==> src/rtl/axis_buf_router.sv <==
// Counted AXI-Stream write router: a command selects one of NUM_BUF on-chip buffers, a base
// address and a beat count; accepted beats are written there with a registered, auto-incrementing address.
module axis_buf_router #(
  parameter int DMA_ADDR_BIT = 18,
  parameter int DATA_BIT     = 64,
  parameter int NUM_BUF      = 4,
  parameter int SEL_BIT      = 2,
  parameter int LEN_BIT      = 18
) (
  input  logic                         clk,
  input  logic                         rst,
  input  logic                         cmd_valid,
  output logic                         cmd_ready,
  input  logic [SEL_BIT-1:0]           cmd_sel,
  input  logic [DMA_ADDR_BIT-1:0]      cmd_base_addr,
  input  logic [LEN_BIT-1:0]           cmd_len,
  input  logic [DATA_BIT-1:0]          s_axis_tdata,
  input  logic                         s_axis_tvalid,
  output logic                         s_axis_tready,
  input  logic                         s_axis_tlast,
  output logic [NUM_BUF*DMA_ADDR_BIT-1:0] write_addr,
  output logic [NUM_BUF*DATA_BIT-1:0]  write_data,
  output logic [NUM_BUF-1:0]           write_enable,
  output logic                         busy,
  output logic                         done,
  output logic                         err_sel,
  output logic                         err_early_last,
  output logic                         err_no_last
);

  typedef enum logic [1:0] {S_IDLE, S_RUN, S_DONE} state_t;

  localparam logic [SEL_BIT:0]   LP_NUM_BUF = (SEL_BIT+1)'(NUM_BUF);
  localparam logic [LEN_BIT-1:0] LP_LEN_ONE = LEN_BIT'(1);

  state_t                      r_state;
  state_t                      w_state_nxt;
  logic [SEL_BIT-1:0]          r_sel;
  logic [DMA_ADDR_BIT-1:0]     r_base;
  logic [LEN_BIT-1:0]          r_len;
  logic [LEN_BIT-1:0]          r_cnt;

  logic                        w_cmd_ready;
  logic                        w_tready;
  logic                        w_busy;
  logic                        w_cmd_hs;
  logic                        w_sel_bad;
  logic                        w_beat;
  logic                        w_final;
  logic [NUM_BUF-1:0]          w_sel_oh;
  logic [DMA_ADDR_BIT-1:0]     w_addr_p0;

  logic [NUM_BUF-1:0]          r_wr_en_p1;
  logic [NUM_BUF*DMA_ADDR_BIT-1:0] r_wr_addr_p1;
  logic [NUM_BUF*DATA_BIT-1:0] r_wr_data_p1;
  logic                        r_done_p1;
  logic                        r_err_sel_p1;
  logic                        r_err_early_p1;
  logic                        r_err_nolast_p1;

  assign w_cmd_hs  = cmd_valid & w_cmd_ready;
  assign w_sel_bad = {1'b0, cmd_sel} >= LP_NUM_BUF;
  assign w_beat    = s_axis_tvalid & w_tready;
  assign w_final   = (r_cnt == (r_len - LP_LEN_ONE));
  // Address arithmetic is truncated to the buffer width so it wraps silently.
  assign w_addr_p0 = r_base + DMA_ADDR_BIT'(r_cnt);

  always_comb begin
    w_sel_oh = '0;
    for (int i = 0; i < NUM_BUF; i++) begin
      w_sel_oh[i] = (r_sel == SEL_BIT'(i));
    end
  end

  always_ff @(posedge clk) begin
    if (rst) begin
      r_state <= S_IDLE;
      r_cnt   <= '0;
    end else begin
      r_state <= w_state_nxt;
      if (w_cmd_hs) begin
        r_cnt <= '0;
      end else if (w_beat) begin
        r_cnt <= r_cnt + LP_LEN_ONE;
      end
    end
  end

  always_ff @(posedge clk) begin
    if (w_cmd_hs) begin
      r_sel  <= cmd_sel;
      r_base <= cmd_base_addr;
      r_len  <= cmd_len;
    end
  end

  always_comb begin
    w_state_nxt = r_state;
    w_cmd_ready = 1'b0;
    w_tready    = 1'b0;
    w_busy      = 1'b0;
    case (r_state)
      S_IDLE: begin
        w_cmd_ready = 1'b1;
        if (cmd_valid) begin
          w_state_nxt = (w_sel_bad || (cmd_len == '0)) ? S_DONE : S_RUN;
        end
      end
      S_RUN: begin
        w_tready = 1'b1;
        w_busy   = 1'b1;
        // Final counted beat or an early tlast both close the transfer.
        if (w_beat && (w_final || s_axis_tlast)) begin
          w_state_nxt = S_DONE;
        end
      end
      S_DONE: begin
        w_busy      = 1'b1;
        w_state_nxt = S_IDLE;
      end
      default: w_state_nxt = S_IDLE;
    endcase
  end

  // p0 -> p1: registered write strobe, address, data and status pulses
  always_ff @(posedge clk) begin
    if (rst) begin
      r_wr_en_p1      <= '0;
      r_wr_addr_p1    <= '0;
      r_wr_data_p1    <= '0;
      r_done_p1       <= 1'b0;
      r_err_sel_p1    <= 1'b0;
      r_err_early_p1  <= 1'b0;
      r_err_nolast_p1 <= 1'b0;
    end else begin
      r_wr_en_p1 <= w_beat ? w_sel_oh : '0;
      for (int i = 0; i < NUM_BUF; i++) begin
        r_wr_addr_p1[i*DMA_ADDR_BIT +: DMA_ADDR_BIT] <= (w_beat && w_sel_oh[i]) ? w_addr_p0 : '0;
        r_wr_data_p1[i*DATA_BIT +: DATA_BIT]         <= (w_beat && w_sel_oh[i]) ? s_axis_tdata : '0;
      end
      r_done_p1       <= (w_state_nxt == S_DONE);
      r_err_sel_p1    <= w_cmd_hs & w_sel_bad;
      r_err_early_p1  <= w_beat & s_axis_tlast & ~w_final;
      r_err_nolast_p1 <= w_beat & w_final & ~s_axis_tlast;
    end
  end

  assign cmd_ready      = w_cmd_ready;
  assign s_axis_tready  = w_tready;
  assign busy           = w_busy;
  assign write_enable   = r_wr_en_p1;
  assign write_addr     = r_wr_addr_p1;
  assign write_data     = r_wr_data_p1;
  assign done           = r_done_p1;
  assign err_sel        = r_err_sel_p1;
  assign err_early_last = r_err_early_p1;
  assign err_no_last    = r_err_nolast_p1;

endmodule

==> config.mk <==
export PLATFORM = sky130hd
export DESIGN_NAME = axis_buf_router
export DESIGN_NICKNAME = d
export VERILOG_FILES = /design/src/rtl/axis_buf_router.sv
export SDC_FILE = /design/constraint.sdc
export NUM_CORES = 1
export LEC_CHECK = 0
export CELL_PAD_IN_SITES_DETAIL_PLACEMENT = 1
export CELL_PAD_IN_SITES_GLOBAL_PLACEMENT = 2
export CORE_AREA = 2 2 203 255
export DETAILED_ROUTE_END_ITERATION = 6
export DIE_AREA = 0 0 205 257
export GPL_TIMING_DRIVEN = 0
export PLACE_DENSITY_LB_ADDON = 0.1
export SYNTH_ARGS = -nofsm -noshare
export SYNTH_HDL_FRONTEND = slang
export SYNTH_SLANG_ARGS = --single-unit
==> constraint.sdc <==
create_clock -name clk -period 2.5 [get_ports clk]
set_clock_uncertainty 0.1 [all_clocks]
set_input_delay 0.5 -clock clk [delete_from_list [all_inputs] [get_ports clk]]
set_output_delay 0.5 -clock clk [all_outputs]
set_load 0.005 [all_outputs]
==> results.json, run 1 <==
{
  "hold_viol": 0,
  "wirelength_um": 44200,
  "postPlaceCellArea_mm2": 0.0177,
  "min_path_type": "in2reg",
  "clk_latency_ns": 0.56,
  "core_area_mm2": 0.0502,
  "dp.cells": 2178,
  "cp-start-kind": "register",
  "drive_gt1_frac": 0.117,
  "hold_end": "r_base[14]",
  "synthFlopType": "dfxtp_1",
  "fin_area_mm2": 0.0198,
  "r2r_setup_slack_ns": -0.05,
  "gr-total-overflow": 0,
  "yosys_warnings": 0,
  "max_cap_violations": 0,
  "irDropWorstVdd_v": 0.000490,
  "multi_input_area_mm2": 0.00430,
  "num_rows": 92,
  "routedWlPerCell_um": 19.3,
  "nNetsFinal": 1723,
  "fmax_ghz": 0.392,
  "synth_nets": 1204,
  "crit_buf_inv": 1,
  "grt_pass1_wl_um": 65600,
  "worst_hold_path.num_cells": 1,
  "avgSynthCellArea_um2": 11.5,
  "start_util": 0.247,
  "first_global_vias": 10000,
  "clock_tree.buffer_depth": 3,
  "cts_max_level": 2,
  "maxSlewViolCount": 0,
  "cts_tree": "built",
  "reg2reg_depth": 8,
  "timing.setup.tns_ns": -0.127,
  "drc_errors": 0,
  "cts_buffers": 43,
  "fillers": 5528,
  "r2r-start": "r_len[2]",
  "reg2reg_to": "r_state[0]",
  "dp_hpwl_um": 33400,
  "root_buffer": "clkbuf_16",
  "p_leak_nw": 7.62,
  "gp_congestion": 0.789,
  "fin_cells": 2285,
  "period_share": 1.02,
  "cts.sinks": 393,
  "die_y_um": 257,
  "hp-start": "cmd_base_addr[14]",
  "rsz0062_at_grt": "true",
  "register_area_mm2": 0.00826,
  "status": "finished, violations left",
  "port_buffers": 444,
  "async_flop_share": 0,
  "worstMarginPinSlew_ns": 0.564,
  "synth_edf_count": 38,
  "end_kind": "register",
  "cp.required_ns": 2.85,
  "syn_inst": 1075,
  "path_max_fanout": 4,
  "dp_worst_setup_slack_ns": -1.59,
  "syn_to_final_growth_pct": 59.6,
  "antenna_found_initial": 7,
  "setup_slack_ns": -0.0526,
  "arrival_ns": 2.90,
  "ys_seq_area_frac": 0.665,
  "worstSetupPathDepth": 8,
  "critical_path_class": "reg2reg",
  "synth_seq_cells": 393,
  "viasPerCell": 4.07,
  "syn_area_mm2": 0.0124,
  "min_period_ns": 2.55,
  "drt_iter0_markers": 178,
  "setup_viol": 3,
  "die-area_mm2": 0.0527,
  "cpMostUsedCell": "a2111oi_4",
  "cp_cell_sequence": "buf_6 -> nor3_4 -> nand4_1 -> or2_1 -> o31a_1 -> a2111oi_4 -> a2111oi_4 -> o21ba_1",
  "crit_family": "compound AO/OA/AOI/OAI gates",
  "crit_path_max_incr_delay_ns": 0.45,
  "vias": 9302,
  "drtAntennaViolNets": 0,
  "power.density_mw_per_mm2": 693,
  "slowest_stage": "a2111oi_4",
  "io_pins": 446,
  "grt_max_degree": 39,
  "synth_cell_types": 62,
  "whs_ns": 0.396,
  "drt_pass1_iterations": 4,
  "grtUsageTotal": 0.168,
  "slew_headroom": 0.624,
  "dieWidth_um": 205,
  "clk_pin_slew_ns": 0.06,
  "violations": "negative setup slack"
}
cell type report:
class | count | share of cell area
antenna | 1 | 0.000126
inverter | 19 | 0.00360
clock buffer | 70 | 0.0673
buffer | 37 | 0.0104
sequential | 393 | 0.417
tap | 658 | 0.0416
multi-input combinational | 623 | 0.217
timing repair buffer | 477 | 0.239
clock inverter | 7 | 0.00360
stage by stage:
step                power (mW)   util
CTS                       14.0  0.390
floorplan                 6.97      -
finish                    13.7  0.395
detailed placement        7.45  0.353
global route              14.3  0.395
global placement          7.44  0.352
worst max path at each step:
stage                        from        endpoint  slack [ns]
global placement    s_axis_tvalid  write_data[15]       -1.58
CTS                      r_len[0]            done       -0.13
detailed placement  s_axis_tvalid  write_data[15]       -1.59
finish                   r_len[2]      r_state[0]       -0.05
floorplan                r_len[0]      r_state[0]       -0.04
global route             r_len[3]      r_state[1]       -0.19
sequential cells by signal, summed over array words and instances (netlist names), 2 cells and up:
name          cells
r_base           18
r_cnt            18
r_len            18
r_sel             2
r_state           2
write_addr       72
write_data      256
write_enable      4
cells in the mapped netlist, types with 15 or more instances:
library cell  count  area share
inv_1            18      0.0054
nand2_1          36       0.011
xor2_1           27       0.019
a21oi_1          20      0.0081
ha_1             21       0.021
nand3_1          15      0.0061
nor2_1           99       0.030
clkbuf_1         38       0.011
xnor2_1          26       0.018
and2_1          263        0.13
dfxtp_1         355        0.57
edfxtp_1         38       0.092
cells in the final DEF (no fill, tap or decap), drive strengths merged, types with 2 or more instances in the layout:
cell	Yosys	final
nor3	11	11
nor4b	2	2
nand4	5	5
o21bai	2	2
o21ai	13	13
o31a	3	3
xnor2	27	27
nor4	9	9
nand2b	5	5
clkbuf	38	103
xor2	27	27
a31oi	2	2
o2111ai	2	2
nand2	36	36
buf	2	37
o31ai	2	2
ha	21	21
clkdlybuf4s50	0	444
a211oi	4	4
a21oi	20	20
and3	6	6
or2	6	6
a21o	4	4
a2111oi	4	4
clkinv	0	2
nand3	15	15
dfxtp	355	355
edfxtp	38	38
nor2	99	99
a22o	2	2
o211ai	6	6
or3	10	10
and2	263	263
inv	19	23
o22ai	3	3
cell families after synthesis:
| logic type | after synthesis | share of synthesized area |
|---|---|---|
| XOR/XNOR | 54 | 0.0387 |
| other | 1 | 0.000302 |
| buffers and inverters | 59 | 0.0182 |
| flip-flops | 393 | 0.665 |
| AO/OA/AOI/OAI | 75 | 0.0430 |
| adder cells (fa/ha/maj) | 22 | 0.0228 |
| AND/OR/NAND/NOR | 471 | 0.212 |
report_power, final:
part           leakage [nW]  total, mW  internal (mW)  switching (mW)
combinational          3.70      0.853          0.447           0.405
clock                 0.688       6.33           3.75            2.57
sequential             3.23       6.55           6.49          0.0650
total                  7.62       13.7           10.7            3.04
repair_timing:
item,4_1_cts,5_1_grt
buffers inserted,27,6
hold buffers,0,0
endpoints found under the setup margin,314,213
pin swaps,26,14
resized for setup,79,51
routing by layer:
| layer | track usage | up-vias | routed length [um] |
|---|---|---|---|
| li1 | - | 4523 | - |
| met1 | 0.171 | 4411 | 15700 |
| met2 | 0.303 | 296 | 23000 |
| met3 | 0.0771 | 62 | 4330 |
| met4 | 0.0526 | 10 | 1040 |
| met5 | 0 | - | 61 |
Power figures use the tool's default switching activity.
==> inputs of run 2 (changes only) <==
--- a/config.mk
+++ b/config.mk
@@ -8,6 +8,7 @@
 export CELL_PAD_IN_SITES_DETAIL_PLACEMENT = 1
 export CELL_PAD_IN_SITES_GLOBAL_PLACEMENT = 2
 export CORE_AREA = 2 2 203 255
+export CTS_CLUSTER_SIZE = 10
 export DETAILED_ROUTE_END_ITERATION = 6
 export DIE_AREA = 0 0 205 257
 export GPL_TIMING_DRIVEN = 0
==> constraint.sdc (replaced) <==
create_clock -name clk -period 2.2 [get_ports clk]
set_clock_uncertainty 0.1 [all_clocks]
set_input_delay 0.44 -clock clk [delete_from_list [all_inputs] [get_ports clk]]
set_output_delay 0.44 -clock clk [all_outputs]
set_load 0.005 [all_outputs]
==> results.json, run 2 (synthesis results as in run 1) <==
{
  "worstMarginPinSlew_ns": 0.647,
  "drive_gt1_frac": 0.159,
  "num_rows": 92,
  "first_global_vias": 10100,
  "p_total_mw": 15.3,
  "min_path_type": "in2reg",
  "wl_met2_um": 22200,
  "irDropWorstVdd_v": 0.000501,
  "die_y_um": 257,
  "start_util": 0.247,
  "routedWlPerCell_um": 18.9,
  "final_util": 0.405,
  "status": "finished, violations left",
  "fin_cells": 2291,
  "clk_pin_slew_ns": 0.06,
  "port_buffers": 444,
  "max_cap_violations": 0,
  "root_buffer": "clkbuf_16",
  "fmax_ghz": 0.390,
  "wirelength_um": 43300,
  "syn_to_final_growth_pct": 63.7,
  "antenna_found_initial": 6,
  "top_layer": "met5",
  "maxSlewViolCount": 0,
  "grtUsageTotal": 0.165,
  "postPlaceCellArea_mm2": 0.0177,
  "setup_slack_ns": -0.366,
  "cp-start-kind": "register",
  "r2r-start": "r_len[0]",
  "dp_hpwl_um": 32700,
  "pwr-share-clk": 0.448,
  "worst_hold_path.num_cells": 1,
  "final_common_cell": "clkdlybuf4s50_1",
  "cts_max_level": 2,
  "vias": 9416,
  "setup_viol": 36,
  "gp_congestion": 0.759,
  "clock_tree.buffer_depth": 3,
  "mostFrequentLayoutCells": "clkdlybuf4s50_1 (441), dfxtp_1 (347), and2_1 (263), nor2_1 (78), clkbuf_16 (50)",
  "power.density_mw_per_mm2": 755,
  "register_area_mm2": 0.00827,
  "dp.cells": 2177,
  "whs_ns": 0.321,
  "grt_pass1_wl_um": 64300,
  "largest_reg_flops": 256,
  "cts.sinks": 393,
  "io_pins": 446,
  "reg2reg_to": "r_state[0]",
  "cts_buffers": 46,
  "p_leak_nw": 7.70,
  "path_max_fanout": 3,
  "drt_iter0_markers": 176,
  "gr-total-overflow": 0,
  "die-area_mm2": 0.0527,
  "fillers": 5428,
  "startpoint": "r_len[0]",
  "multi_input_area_mm2": 0.00465,
  "cts_tree": "built",
  "dieWidth_um": 205,
  "nNetsFinal": 1742,
  "core_area_mm2": 0.0502,
  "fin_area_mm2": 0.0203,
  "slew_headroom": 0.564,
  "min_period_ns": 2.57,
  "viasPerCell": 4.11,
  "p_seq_frac": 0.486,
  "reg2reg_depth": 11,
  "grt_max_degree": 39,
  "cp.required_ns": 2.62,
  "drtAntennaViolNets": 0,
  "hold_viol": 0,
  "dp_worst_setup_slack_ns": -1.45,
  "rsz0062_at_grt": "true",
  "routed-wl-met3_um": 4110,
  "r2r_setup_slack_ns": -0.37,
  "switching_share": 0.225,
  "p_sw_mw": 3.45,
  "cp-endpoint": "r_state[0]",
  "internal_power_mw": 11.9,
  "timing.setup.tns_ns": -6.08,
  "share_comb_of_total_power": 0.067,
  "violations": "negative setup slack",
  "critical_path_class": "reg2reg",
  "m1WireLength_um": 15600,
  "drt_pass1_iterations": 4,
  "end_kind": "register",
  "drc_errors": 0,
  "period_share": 1.17,
  "clk_latency_ns": 0.58,
  "arrival_ns": 2.98
}
==> run 2: power groups by stage <==
stage | Combinational (mW) | Clock [mW] | Sequential (mW)
global placement | 0.868 | 0 | 7.61
global route | 1.12 | 7.44 | 7.46
CTS | 0.989 | 7.15 | 7.44
floorplan | 0.342 | 0 | 7.59
detailed placement | 0.877 | 0 | 7.60
finish | 1.02 | 6.87 | 7.45
==> run 2: repair_timing <==
item / CTS / global route
buffers inserted: 34 / 14
setup endpoints to repair: 332 / 267
gates resized for setup: 136 / 110
pin swaps: 41 / 39
hold buffers: 0 / 0
==> run 2: worst max-delay path, cell delays in order, from the launching register on <==
cell and delay (ns):
edfxtp_1 0.41, inv_2 0.09, ha_4 0.13, nor4b_4 0.21, buf_4 0.19, nand4_4 0.09, xnor2_1 0.15, o211ai_1 0.32
a2111oi_4 0.13, buf_6 0.16, a2111oi_4 0.34, o21ba_1 0.19
==> run 2: cell type report <==
class	count	share of cell area
Multi-Input combinational cell	623	0.229
Clock inverter	3	0.00166
Clock buffer	62	0.0627
Inverter	19	0.00388
Buffer	38	0.0163
Tap cell	658	0.0405
Sequential cell	393	0.407
Antenna cell	3	0.000370
Timing Repair Buffer	492	0.239
==> run 2: routing by layer <==
| layer | track usage | up-vias |
|---|---|---|
| li1 | - | 4555 |
| met2 | 0.296 | 305 |
| met1 | 0.169 | 4476 |
| met3 | 0.0695 | 74 |
| met5 | 0 | - |
| met4 | 0.0625 | 6 |
==> run 2: worst min path at each step <==
stage	startpoint	end	slack, ns
finish	cmd_base_addr[1]	r_base[1]	0.32
global route	cmd_base_addr[1]	r_base[1]	0.29
CTS	cmd_base_addr[1]	r_base[1]	0.28
detailed placement	r_cnt[7]	r_cnt[7]	0.46
global placement	r_cnt[7]	r_cnt[7]	0.43
floorplan	r_cnt[7]	r_cnt[7]	0.39
